### config.mk
export PLATFORM = sky130hd
export DESIGN_NAME = idex_skid_stage
export DESIGN_NICKNAME = d
export VERILOG_FILES = /design/src/rtl/idex_skid_stage.sv
export SDC_FILE = /design/constraint.sdc
export NUM_CORES = 1
export LEC_CHECK = 0
export CORE_MARGIN = 3
export CORE_UTILIZATION = 43
export DETAILED_ROUTE_END_ITERATION = 10
export PLACE_DENSITY = 0.72
export SYNTH_ARGS = -nofsm -noshare
export SYNTH_HDL_FRONTEND = slang
export SYNTH_SLANG_ARGS = --single-unit
### constraint.sdc
create_clock -name CLK -period 3.39 [get_ports CLK]
set_input_delay 0.5085 -clock CLK [delete_from_list [all_inputs] [get_ports CLK]]
set_output_delay 0.5085 -clock CLK [all_outputs]
set_load 0.1 [all_outputs]
### src/rtl/idex_skid_stage.sv
// ID/EX pipeline stage: valid/ready handshake, 2-entry skid buffer,
// flush-to-bubble and saturating execute-stall counter.
module idex_skid_stage #(
  parameter int DATA_W = 108,
  parameter int CTRL_W = 13,
  parameter int CNT_W  = 16
) (
  input  logic              CLK,
  input  logic              CLR,
  input  logic              in_valid,
  output logic              in_ready,
  input  logic [CTRL_W-1:0] in_ctrl,
  input  logic [DATA_W-1:0] in_data,
  input  logic              flush,
  output logic              out_valid,
  input  logic              out_ready,
  output logic [CTRL_W-1:0] out_ctrl,
  output logic [DATA_W-1:0] out_data,
  output logic [1:0]        occupancy,
  output logic [CNT_W-1:0]  stall_cnt
);

  typedef enum logic [1:0] {
    EMPTY = 2'd0,
    ONE   = 2'd1,
    FULL  = 2'd2
  } state_t;

  localparam logic [CNT_W-1:0] CNT_ONE = CNT_W'(1);
  localparam logic [CNT_W-1:0] CNT_MAX = '1;

  state_t st, nst;

  logic [CTRL_W-1:0] main_ctrl;
  logic [DATA_W-1:0] main_data;
  logic [CTRL_W-1:0] skid_ctrl;
  logic [DATA_W-1:0] skid_data;

  logic accept;
  logic issue;
  logic ld_main_in;
  logic ld_main_skid;
  logic ld_skid;

  // Both valid bits fall straight out of the state register, so in_ready
  // never depends combinationally on out_ready.
  assign out_valid = (st != EMPTY);
  assign in_ready  = (st != FULL);
  assign occupancy = st;

  assign accept = in_valid & in_ready;
  assign issue  = out_valid & out_ready;

  // Invalid cycles present a NOP control word downstream.
  assign out_ctrl = out_valid ? main_ctrl : '0;
  assign out_data = main_data;

  always_comb begin
    nst          = st;
    ld_main_in   = 1'b0;
    ld_main_skid = 1'b0;
    ld_skid      = 1'b0;
    if (flush) begin
      nst = EMPTY;
    end else begin
      unique case (st)
        EMPTY: begin
          if (accept) begin
            nst        = ONE;
            ld_main_in = 1'b1;
          end
        end
        ONE: begin
          if (accept && issue) begin
            ld_main_in = 1'b1;
          end else if (accept) begin
            nst     = FULL;
            ld_skid = 1'b1;
          end else if (issue) begin
            nst = EMPTY;
          end
        end
        FULL: begin
          if (issue) begin
            nst          = ONE;
            ld_main_skid = 1'b1;
          end
        end
        default: nst = EMPTY;
      endcase
    end
  end

  always_ff @(posedge CLK) begin
    if (CLR) begin
      st <= EMPTY;
    end else begin
      st <= nst;
    end
  end

  always_ff @(posedge CLK) begin
    if (CLR) begin
      main_ctrl <= '0;
      main_data <= '0;
    end else if (ld_main_in) begin
      main_ctrl <= in_ctrl;
      main_data <= in_data;
    end else if (ld_main_skid) begin
      main_ctrl <= skid_ctrl;
      main_data <= skid_data;
    end
  end

  always_ff @(posedge CLK) begin
    if (CLR) begin
      skid_ctrl <= '0;
      skid_data <= '0;
    end else if (ld_skid) begin
      skid_ctrl <= in_ctrl;
      skid_data <= in_data;
    end
  end

  // Counts through flushes; only CLR clears it.
  always_ff @(posedge CLK) begin
    if (CLR) begin
      stall_cnt <= '0;
    end else if (out_valid && !out_ready && stall_cnt != CNT_MAX) begin
      stall_cnt <= stall_cnt + CNT_ONE;
    end
  end

endmodule

### Word-level counts from Yosys, hierarchy flattened

Cells that the tools add are included.

* register bits: 260
* input port bits: 126
* output and inout port bits: 141
* word-level logic and storage cells: 47

* $add $sub $neg: 1
* equality and inequality tests: 8
* mux-type cells: 21
* bitwise gates (word level): 2
* reduce and logical (&&, ||, !) cells: 9

Operators with widths (count)
* $mux 108: 2
* $mux 13: 3
* $add 16x1->16 const B: 1
* $ne 16x16->1 const B: 1
* $mux 2: 5
* $mux 1: 9
* $ne 2x2->1 const B: 4
* $pmux 2 s3: 1
* $reduce_and 4->1: 1
* $reduce_bool 2->1: 2
* $logic_and 1x1->1: 3
* $ne 3x3->1 const B: 1
* $and 1x1->1: 2
* $eq 2x1->1 const B: 1
* $eq 2x2->1 const B: 1
* $logic_not 2->1: 1
* $pmux 1 s2: 1
* $reduce_or 2->1: 1
* $logic_not 1->1: 1

### Logic depth before layout (Yosys ltp)

Gate-level depths: netlist of run 1.

* depth after elaboration: 7
* gate-level depth with buffers: 8
* depth with buffers taken out: 5

### Least setup slack after synthesis of run 1

Ideal clock, no wire load.

* path type: reg2out
* start: reg st[1] (netlist: occupancy[1])
* end: out out_ctrl[10]
* arrival: 2.918 ns
* required time: 2.882 ns
* setup slack: -0.037 ns
* stages on the path, launching flop included: 5
* path buffers: 2
* cells stage by stage: dfxtp_1 -> buf_2 -> nor2_2 -> clkbuf_1 -> nor2b_1

* longest elaborated chain between the ends: 2

Ends and longest elaborated chain
* start, declared: RTL line 32 `state_t st, nst;`
* start signal, assigned: RTL line 98 `st <= nst;`
* $reduce_bool 2->1: RTL line 47 `assign out_valid = (st != EMPTY);`
* $mux 13: RTL line 55 `assign out_ctrl = out_valid ? main_ctrl : '0;`
* end, declared: RTL line 17 `output logic [CTRL_W-1:0] out_ctrl,`

No other way between the ends.

### Worst setup path in the final report of run 1

* start: reg stall_cnt[2]
* end: out stall_cnt[2]

RTL lines
* start, declared: RTL line 20 `output logic [CNT_W-1:0] stall_cnt`
* start signal, assigned: RTL line 130 `stall_cnt <= stall_cnt + CNT_ONE;`

No word-level cell between the ends.

==> results.ini, run 1 <==
[layout]
area_growth_pct = 38.80
fillers = 1943
layout-drive-gt1-share_pct = 6.797
nets = 1532
ff_latch_area_mm2 = 0.005205
final_cell_mix = 370 x nand2_1, 260 x dfxtp_1, 255 x a21oi_1, 240 x clkdlybuf4s50_1, 121 x a22oi_1
final_common_cell = nand2_1
multi_input_area_mm2 = 0.004223
diodes = 0

[global_routing]
track_usage_pct = 21.62
grt_pass1_wl_um = 44380
overflow = 0
grt_pass1_vias = 8595
antenna_found_initial = 0
grt_max_degree = 162

[drt]
routed_wl_um = 28470
wire_per_inst_um = 16.68
drt-pass1-iter-count = 8
drt_first_iter_violations = 662
via_per_inst = 5.444
ant_nets = 0
drc_errors = 0
via_count = 9293

[pwr]
power.internal_mw = 5.572
p_switching_mw = 1.999
clkPwrFrac_pct = 44.0
ir_drop_v = 0.0003748
leakage_nw = 4.604
swShare_pct = 26.40
p_seq_share_pct = 42.1
power_mw = 7.572
comb_power_share_pct = 13.9
power.density_mw_per_mm2 = 554.2

[clock_tree]
cts_setup_buffers = 0
cts_resized = 0
cts_sinks = 260
cts_htree_levels = 1
path_clk_slew_ps = 60
tritoncts = built
cts_root_buf = clkbuf_16
cts_hold_buf = 0
clkLatencyLatePin_ps = 530
clk_path_buf_depth = 3
cts_made_buffers = 28

[yosys]
synthMuxAreaShare_pct = 0.3305
synthCells = 1198
synthesis.area_mm2 = 0.009843
synth_fa_ha_area_share_pct = 0.1271
netlist-cell-type-count = 40
synth-edff-count = 0
synth_fp_nets = 1325
yosys.area.top_type = dfxtp_1
syn_area_per_cell_um2 = 8.216
ys_ff_latch = 260
synth_compound_area_share_pct = 23.76
synth_top_area_share_pct = 52.88
ys_seq_area_share_pct = 52.88
synth-main-ff-cell = dfxtp_1
synth_top_family_by_area = compound AO/OA/AOI/OAI gates
synth_xor_area_share_pct = 0
synth_area_leaders = dfxtp_1 53%, nand2_1 14%, a21oi_1 13%
synth_simple_gate_area_share_pct = 18.27
yosysWarnings = 0
async_flop_share_pct = 0

[timing]
worst_pin_slew_ps = 1089
min_period_over_period_pct = 79.77
fin_tns_setup_ps = 0
slew_headroom_pct = 27.43
final-hold-violation-count = 0
fin_crit_ps = 2704
fin_skew_ps = 13.25
rsz0062_at_grt = false
timing.fmax_mhz = 369.8
setup_viol = 0
layout_setup_ws_ps = 685.7
maxSlewViolCount = 0

[outcome]
status = finished clean

[worst_setup_path]
crit_buf_inv = 1
crit_type = reg2out
arrival_ps = 2200
required_ps = 2880
worstSetupEndpointType = output port
cp-start-kind = register
max_stage_delay_ps = 1190
critical-path-slowest-cell = clkdlybuf4s50_1
cp_max_fo = 7
path_cells = clkdlybuf4s50_1
critical_path.top_delay_family = buffers and inverters
r2r_slack_ps = 1320

[floorplan]
dieArea_mm2 = 0.02474
start_util_pct = 44.42
coreArea_mm2 = 0.02216
rows = 54
die_h_um = 157.3
die_w_um = 157.3
ios = 267

[placed_design]
preCtsSetupSlack_ps = 751.7
gp_congestion = 0.8133
port_buffers = 266
hpwlAfterDp_um = 17130

[flow_run]
maxCapViolCount = 0

[worst_hold_path]
hp-class = reg2reg

tightest hold or removal path: cells and delay by family, from the launching register on:
kind / cells / cell delay, ps
flops: 1 / 300
simple gates: 1 / 50
compound gates: 1 / 50
stage by stage:
step	utilization, %	std cells	hold WS (ps)	area, µm²
floorplan	-	1198	431.8	9843
finish	61.65	1707	450.0	13660
CTS	61.65	1707	452.8	13660
global placement	56.96	1655	437.1	12620
detailed placement	56.96	1655	444.4	12620
global route	61.65	1707	467.3	13660
state kept, by name, indices dropped and copies added (netlist names):
register and count:
main_ctrl 13, occupancy 2, out_data 108, skid_ctrl 13
skid_data 108, stall_cnt 16
area by class of cell:
cell class | instances | area share (%)
flip-flops and latches | 260 | 38.10
multi-input cells | 831 | 30.91
repair buffers | 279 | 20.69
clock buffers | 40 | 6.200
well taps | 280 | 2.564
clock inverters | 12 | 1.401
inverters | 5 | 0.1374
power by group through the flow:
stage | registers (mW) | clock network (mW) | logic (mW)
5_1_grt | 3.19 | 3.52 | 1.10
4_1_cts | 3.19 | 3.40 | 1.06
2_1_floorplan | 3.69 | 0 | 0.235
3_3_place_gp | 3.25 | 0 | 1.05
6_report | 3.19 | 3.33 | 1.05
3_5_place_dp | 3.25 | 0 | 1.06
synth_stat cells, types with 2 or more instances:
library cell / n
a21oi_1: 255
a22oi_1: 121
and4_1: 2
buf_2: 44
clkbuf_1: 58
dfxtp_1: 260
inv_1: 5
mux2_1: 2
nand2_1: 371
nand2b_1: 3
nand3_1: 5
nand4_1: 5
nor2_1: 3
nor2b_1: 17
nor3_1: 2
nor4_1: 3
o21ai_1: 2
o31ai_1: 9
or3_1: 3
or4_1: 8
routing by layer:
layer	share of wire, %	vias up	GRT usage [%]
li1	-	4563	-
met1	42	4379	27.88
met2	48	297	36.84
met3	6.8	54	4.702
met4	2.6	0	5.826
met5	0	-	0
cells by family (layout without fill, tap and decap cells):
family,Yosys count,after routing
AOI/OAI and AO/OA,396,396
buffers and inverters,107,336
DFF,260,260
muxes,3,3
adders and majority gates,1,1
and+or+nand+nor,431,431
final timing paths:
check | cells after the start | to | start
max | 1 | stall_cnt[2] | stall_cnt[2]$_SDFFE_PP0P_
min | 2 | main_ctrl[11]$_SDFFE_PP0P_ | main_ctrl[11]$_SDFFE_PP0P_
max reg2reg | 4 | stall_cnt[15]$_SDFFE_PP0P_ | stall_cnt[5]$_SDFFE_PP0P_
min reg2reg | 2 | main_ctrl[11]$_SDFFE_PP0P_ | main_ctrl[11]$_SDFFE_PP0P_
Note: power is estimated with default switching activity, not from simulation.
==> run 2, diff against run 1 <==
==> constraint.sdc (replaced) <==
create_clock -name CLK -period 2.7 [get_ports CLK]
set_input_delay 0.405 -clock CLK [delete_from_list [all_inputs] [get_ports CLK]]
set_output_delay 0.405 -clock CLK [all_outputs]
set_load 0.1 [all_outputs]
==> run 2 against run 1 <==
  * Final cell count increased by 0.23%
  * Clock power rose by 8.1%
  * Cell area down 1.0%
  * Die area unchanged
  * Register-to-register slack worse by 570 ps
  * Clock-buffer cell count is 3 higher
  * Utilization shrank 0.62 points
  * Critical path depth increased by 3
  * Critical endpoint is now out_ctrl[9]
  * Total power up 18%
  * Wire length is 0.99% higher
  * Global-route usage is 0.17 points higher
==> results.ini, run 2 (synthesized netlist as in run 1, its figures left out) <==
[pwr]
p_seq_share_pct = 44.9  ; was 42.1%
p_switching_mw = 2.444  ; was 1.999 mW
swShare_pct = 27.39  ; was 26.40%
leakage_nw = 4.836  ; was 4.604 nW
clkPwrFrac_pct = 40.4  ; was 44.0%
power.density_mw_per_mm2 = 659.7  ; was 554.2 mW/mm²
power.internal_mw = 6.479  ; was 5.572 mW
comb_power_share_pct = 14.8  ; was 13.9%
ir_drop_v = 0.0004090  ; was 0.0003748 V

[timing]
worst_pin_slew_ps = 556.9  ; was 1089 ps
setup_viol = 0  ; unchanged
maxSlewViolCount = 0  ; unchanged
fin_tns_setup_ps = 0  ; unchanged
fin_crit_ps = 2340
slew_headroom_pct = 62.79  ; was 27.43%
final-hold-violation-count = 0  ; unchanged
hold_slack_ps = 276.2  ; was 450.0 ps
min_period_over_period_pct = 86.67
timing.fmax_mhz = 427.3
rsz0062_at_grt = false  ; unchanged
fin_skew_ps = 12.31  ; was 13.25 ps

[drt]
wire_per_inst_um = 16.81  ; was 16.68 µm
via_per_inst = 5.451  ; was 5.444
routed_wl_um = 28750  ; was 28470 µm
via_count = 9326  ; was 9293
drc_errors = 0  ; unchanged
drt-pass1-iter-count = 5  ; was 8
ant_nets = 0  ; unchanged
drt_first_iter_violations = 644  ; was 662

[clock_tree]
clk_path_buf_depth = 3  ; unchanged
cts_made_buffers = 27  ; was 28
cts_htree_levels = 1  ; unchanged
tritoncts = built  ; unchanged
cts_sinks = 260  ; unchanged
cts_root_buf = clkbuf_16  ; unchanged
clkLatencyLatePin_ps = 510  ; was 530 ps
cts_setup_buffers = 0  ; unchanged
path_clk_slew_ps = 60  ; about the same

[layout]
diodes = 0  ; unchanged
area_growth_pct = 37.41  ; was 38.80%
final_area_mm2 = 0.01353  ; was 0.01366 mm²
final_common_cell = nand2_1  ; unchanged
stdcell_count = 1711  ; was 1707
final_cell_mix = 370 x nand2_1, 259 x dfxtp_1, 255 x a21oi_1, 136 x buf_4, 124 x clkdlybuf4s50_1  ; was 370 x nand2_1, 260 x dfxtp_1, 255 x a21oi_1, 240 x clkdlybuf4s50_1, 121 x a22oi_1
finalCoreUtilization_pct = 61.03  ; was 61.65%
layout-drive-gt1-share_pct = 15.51  ; was 6.797%
nets = 1539  ; was 1532

[worst_setup_path]
arrival_ps = 1940  ; was 2200 ps
max_stage_delay_ps = 500  ; was 1190 ps
critical-path-slowest-cell = nor2_4  ; was clkdlybuf4s50_1
cp_max_fo = 13  ; was 7
crit_type = reg2out  ; unchanged
worstSetupEndpointType = output port  ; unchanged
rr_worst_depth = 4  ; unchanged
path_cells = nor2_4 > buf_4 > nor2b_4 > buf_12  ; was clkdlybuf4s50_1
r2r_slack_ps = 750  ; was 1320 ps
critical_path.top_delay_family = simple AND/OR/NAND/NOR gates  ; was buffers and inverters
regToRegEndpoint = stall_cnt[3]$_SDFFE_PP0P_  ; was stall_cnt[15]$_SDFFE_PP0P_
r2r-start = occupancy[0]$_SDFFE_PP0P_  ; was stall_cnt[5]$_SDFFE_PP0P_
cp-start-kind = register  ; unchanged
crit_buf_inv = 2  ; was 1
required_ps = 2300  ; was 2880 ps

[floorplan]
start_util_pct = 44.42  ; unchanged
dieArea_mm2 = 0.02474  ; unchanged
die_w_um = 157.3  ; unchanged
rows = 54  ; unchanged
coreArea_mm2 = 0.02216  ; unchanged
ios = 267  ; unchanged
die_h_um = 157.3  ; unchanged

[flow_run]
maxCapViolCount = 0  ; unchanged

[worst_hold_path]
hold_start = CLR  ; was main_ctrl[11]$_SDFFE_PP0P_
hp-class = in2reg  ; was reg2reg
hold-path-cell-count = 2  ; unchanged
min_to = stall_cnt[11]$_SDFFE_PP0P_  ; was main_ctrl[11]$_SDFFE_PP0P_

[global_routing]
overflow = 0  ; unchanged
track_usage_pct = 21.79  ; was 21.62%
grt_pass1_wl_um = 44790  ; was 44380 µm
grt_pass1_vias = 8678  ; was 8595
grt_max_degree = 94  ; was 162
antenna_found_initial = 0  ; unchanged

[outcome]
status = finished clean  ; unchanged

[placed_design]
gp_congestion = 0.7996  ; was 0.8133
hpwlAfterDp_um = 17790  ; was 17130 µm
port_buffers = 266  ; unchanged
postPlaceCellArea_mm2 = 0.01265  ; was 0.01262 mm²
dp.cells = 1663  ; was 1655

==> run 2: cell types whose count changed in the layout (fill, tap and decap cells not counted), sizes merged <==
| cell | previous run | this run |
|---|---|---|
| clkinv | 6 | 4 |
| clkinvlp | 1 | 0 |
| clkdlybuf4s50 | 240 | 124 |
| clkbuf | 41 | 43 |
| bufinv | 5 | 1 |
| buf | 38 | 163 |
==> run 2: worst reg2reg max path: cells and delay by family (launching register included) <==
| family | cells | cell delay [ps] |
|---|---|---|
| DFF | 1 | 600 |
| and+or+nand+nor | 3 | 1130 |
| AOI/OAI and AO/OA | 1 | 160 |
==> run 2: worst max-delay path by stage <==
stage / start / endpoint / slack [ps] / cells after the start
final: occupancy[0]$_SDFFE_PP0P_ / out_ctrl[9] / 360 / 4
after global routing: occupancy[0]$_SDFFE_PP0P_ / out_ctrl[9] / 250 / 4
after CTS: occupancy[0]$_SDFFE_PP0P_ / out_ctrl[9] / 20 / 4
after detailed placement: flush / out_data[92]$_SDFFE_PP0P_ / 310 / 6
after global placement: flush / out_data[62]$_SDFFE_PP0P_ / 400 / 6
after floorplan: occupancy[0]$_SDFFE_PP0P_ / out_ctrl[0] / -260 / 2
==> run 2: layout make-up <==
class	count	area, µm²
Fill cell	1964	8636
Sequential cell	260	5206
Multi-Input combinational cell	831	4290
Timing Repair Buffer	287	2794
Clock buffer	43	815.8
Tap cell	280	350.3
Clock inverter	5	50.05
Inverter	5	18.77
==> run 2: timing repair <==
action | 4_1_cts | 5_1_grt
endpoints found under the setup margin | 0 | 3
gates resized for setup | 0 | 1
hold buffers | 0 | 0
==> run 2: power groups by stage <==
stage	combinational [mW]	sequential [mW]	clock [mW]
final	1.32	4.00	3.60
after global placement	1.31	4.08	0
after detailed placement	1.32	4.09	0
after floorplan	0.303	4.63	0
after CTS	1.32	4.00	3.67
after global routing	1.38	4.01	3.83
==> run 2: routing by layer <==
layer / track usage, % / up-vias / share of wire (%)
met4: 5.661 / 0 / 2.0
li1: - / 4563 / -
met5: 0 / - / 0
met2: 35.87 / 309 / 47
met3: 4.317 / 40 / 7.7
met1: 29.48 / 4414 / 43
==> run 2: per-stage QoR <==
step	setup slack [ps]	power (mW)
2_1_floorplan	-257.2	4.938
3_3_place_gp	401.3	5.396
3_5_place_dp	314.9	5.405
4_1_cts	15.05	8.999
5_1_grt	254.6	9.230
6_report	360.0	8.922
==> patch 1: new RTL, config.mk and constraints of run 1 <==
Put one more register stage on the output `stall_cnt`, without a reset. The value now appears one clock later. The other outputs are not delayed to match.
--- a/src/rtl/idex_skid_stage.sv
+++ b/src/rtl/idex_skid_stage.sv
@@ -30,2 +30,4 @@
   localparam logic [CNT_W-1:0] CNT_MAX = '1;
+
+  logic [CNT_W-1:0] stall_cnt_s0;
 
@@ -127,6 +129,10 @@
     if (CLR) begin
-      stall_cnt <= '0;
-    end else if (out_valid && !out_ready && stall_cnt != CNT_MAX) begin
-      stall_cnt <= stall_cnt + CNT_ONE;
+      stall_cnt_s0 <= '0;
+    end else if (out_valid && !out_ready && stall_cnt_s0 != CNT_MAX) begin
+      stall_cnt_s0 <= stall_cnt_s0 + CNT_ONE;
     end
+  end
+
+  always_ff @(posedge CLK) begin
+    stall_cnt <= stall_cnt_s0;
   end
Function: changed (a bounded check fails within 4 cycles, from zero or initial values).
==> patch 1 against run 1 <==
- count of clock-buffer cells in the layout grew 3
- worst setup slack gained 0.12 ns
- synthesized area grew 2.9%
- critical path depth is the same
- highest routed layer unchanged
- clock power shrank 3%
- total power grew 0.87%
- sequential cell count grew 16
- largest cell class unchanged
- cell area grew 2.2%
- critical path type unchanged
- routed wire length shrank 0.11%
==> patch 1: results <==
[worst_hold_path]
min_path_cells = 0
hold_end = "stall_cnt[10]"
min-delay-start = "stall_cnt_s0[10]"

[global_route]
grt_pass1_wl_um = 45980
first_global_vias = 8817
grtUsageTotal = 0.2128
antenna_found_initial = 1

[worst_setup_path]
timing.rr.end = "skid_data[19]"
cp_slowest_stage_delay_ns = 1.16
worstPathArrival_ns = 2.08
reg2regPathDepth = 5

[final_layout]
fin_nets = 1553
final_layout_size_suffix_gt1_frac = 0.06975

[synth]
async_flop_share = 0
syn-num-nets = 1339
synth-compound-area-share = 0.2262
seq_area_frac_synth = 0.5455
synth_area_leaders = "dfxtp_1 (55%), nand2_1 (14%), a21oi_1 (13%), a22oi_1 (9.0%), clkbuf_1 (2.5%)"
synthMuxAreaShare = 0.009758
synth_fa_ha_area_frac = 0.001235

[routing]
drtIter0Drc = 791
vias = 9268
drt_pass1_iterations = 5

[place]
gp_congestion = 0.8059
hpwl_um = 17390
place_area_um2 = 12970

[sta]
fin_worst_skew_ns = 0.01393
tightestPinTransition_ns = 1.074

[power_and_ir_drop]
peakVddDrop_v = 0.0004529
leakage_nw = 4.722

[clock_network]
cts_buffers = 30

[status]
outcome = "completed"
==> patch 1: cell count changes after synthesis, sizes merged, moves of 3 or more <==
cell           run 1  this run
a21oi            256       253
buf               44        30
clkbuf            58        68
dfxtp            260       276
mux2               2         7
nor2               4        12
nor2b             17        22
nor4               4         1
o31ai              9         5
or4                8         5
==> patch 1: routing by layer <==
layer  share of wire  wire length (um)  GRT usage
met5               0                 0          0
met4           0.032               909    0.07282
met3           0.071              2029    0.05619
met2            0.48             13640     0.3525
met1            0.42             11870     0.2695
==> patch 1: stage by stage <==
stage                     worst slack [ns]    util  power [mW]  instances  hold WS (ns)
after floorplan                   -0.01250       -       4.119       1212        0.3503
after global placement              0.8022  0.5658       4.487       1707        0.3726
after detailed placement            0.7696  0.5658       4.494       1707        0.3731
after CTS                           0.7668  0.6092       7.724       1761        0.3890
after global routing                0.7479  0.6093       7.908       1762        0.3937
final                               0.8031  0.6093       7.637       1762        0.3894
==> patch 1: logic make-up after synthesis <==
| group | Yosys count |
|---|---|
| flip-flops | 276 |
| AND/OR/NAND/NOR | 435 |
| multiplexers | 9 |
| adder cells (fa/ha/maj) | 1 |
| AO/OA/AOI/OAI | 389 |
| buffers and inverters | 102 |
==> patch 1: how the worst max path moves through the flow <==
stage,cells past startpoint,from,to
detailed placement,5,out_ready,stall_cnt_s0[9]
finish,1,out_data[95],out_data[95]
global placement,5,out_ready,out_data[93]
CTS,1,out_data[95],out_data[95]
global route,1,out_data[81],out_data[81]
floorplan,4,occupancy[1],out_ctrl[10]
==> patch 1: power groups by stage <==
stage / Sequential [mW] / Clock, mW / Combinational (mW)
2_1_floorplan: 3.88 / 0 / 0.235
3_3_place_gp: 3.44 / 0 / 1.04
3_5_place_dp: 3.45 / 0 / 1.05
4_1_cts: 3.37 / 3.30 / 1.05
5_1_grt: 3.38 / 3.43 / 1.10
6_report: 3.37 / 3.22 / 1.05
==> patch 1: layout make-up <==
class | instances | area, um2
fill | 1992 | 8952
sequential | 276 | 5525
multi-input combinational | 834 | 4238
timing repair buffer | 280 | 2796
clock buffer | 43 | 869.6
tap | 313 | 391.6
clock inverter | 11 | 125.1
inverter | 4 | 15.01
antenna | 1 | 2.502
==> patch 2: new RTL, config.mk and constraints of run 1 <==
Without the edit above. Change the parameter `DATA_W` from 108 to 216.
--- a/src/rtl/idex_skid_stage.sv
+++ b/src/rtl/idex_skid_stage.sv
@@ -3,3 +3,3 @@
 module idex_skid_stage #(
-  parameter int DATA_W = 108,
+  parameter int DATA_W = 216,
   parameter int CTRL_W = 13,
Interface: changed (resized in_data and out_data); port bits go from 267 to 483. The function was not compared with the original's and may differ.
==> patch 2 against run 1 <==
- cell area up 78%
- total power is 77% higher
- first-iteration DRC count rose by 91%
- global-route usage grew 2.4 points
- routed wire length is 95% higher
- sequential cell count is 216 higher
- worst setup slack worse by 0.036 ns
- synthesized area rose by 79%
- sequential share of layout area up 1.1 points
- synthesized cell count increased by 79%
- critical endpoint is now stall_cnt[5]
- largest cell class unchanged
- largest power group is now sequential cells
- highest routed layer is now met5
==> patch 2: results <==
[place]
gp_congestion = 0.8090
io_buffers = 482
hpwl_um = 35340
place_area_um2 = 22630
place_ws_ns = 0.6946
dp.cells = 2993

[clock_network]
htreeDepth = 2
clk_latency_ns = 0.58
cts_buffers = 47

[synth]
syn-num-nets = 2382
synth_cell_types = 37
synthMuxAreaShare = 0.002490
syn_area_per_cell_um2 = 8.192
synth_area_leaders = "dfxtp_1 (54%), nand2_1 (15%), a21oi_1 (13%), a22oi_1 (9.8%), clkbuf_1 (2.7%)"
ys_top_cells_by_count = "nand2_1 (696), dfxtp_1 (476), a21oi_1 (472), a22oi_1 (229), clkbuf_1 (127)"
synth_fa_ha_area_frac = 0.0007114
synth-compound-area-share = 0.2392
seq_area_frac_synth = 0.5418

[global_route]
met1_usage = 0.2938
grt_max_degree = 203
grt_use_met2 = 0.3982
grtUsageTotal = 0.2406
use_met3 = 0.07283
first_global_vias = 15691
grt_pass1_wl_um = 85800

[sta]
fin_worst_skew_ns = 0.01739
max_slew_margin = 0.2878

[power_and_ir_drop]
leakage_nw = 8.022
peakVddDrop_v = 0.0003881

[worst_setup_path]
critPathTopFamily = "buffers and inverters"
cp_slowest_stage_delay_ns = 1.20
worstPathArrival_ns = 2.23

[routing]
met2_length_um = 26820
drtIter0Drc = 1264
vias = 16789
drt_pass1_iterations = 5
wl_um = 55490
met1_length_um = 21800
top_layer_used = "met5"

[status]
outcome = "completed"

[final_layout]
finalNonFillerCells = 3082
==> patch 2: power by group <==
part	leakage [nW]	internal, mW	total, mW	switching, mW
Sequential	3.86	5.75	5.84	0.0899
Clock	0.802	3.35	5.52	2.17
Combinational	3.36	0.605	2.02	1.41
==> patch 2: path summary, 6_finish.rpt <==
kind / startpoint / end / slack [ns] / cells past startpoint
max: stall_cnt[5] / stall_cnt[5] / 0.65 / 1
min: main_ctrl[10] / main_ctrl[10] / 0.45 / 2
max reg2reg: occupancy[0] / skid_data[86] / 1.23 / 6
min reg2reg: main_ctrl[10] / main_ctrl[10] / 0.45 / 2
==> patch 2: area by class of cell <==
type | count | area (um2)
Inverter | 4 | 15.01
Antenna cell | 5 | 12.51
Sequential cell | 476 | 9529
Clock buffer | 68 | 1378
Fill cell | 3411 | 15820
Timing Repair Buffer | 507 | 5105
Clock inverter | 16 | 264.0
Multi-Input combinational cell | 1481 | 7321
Tap cell | 525 | 656.9
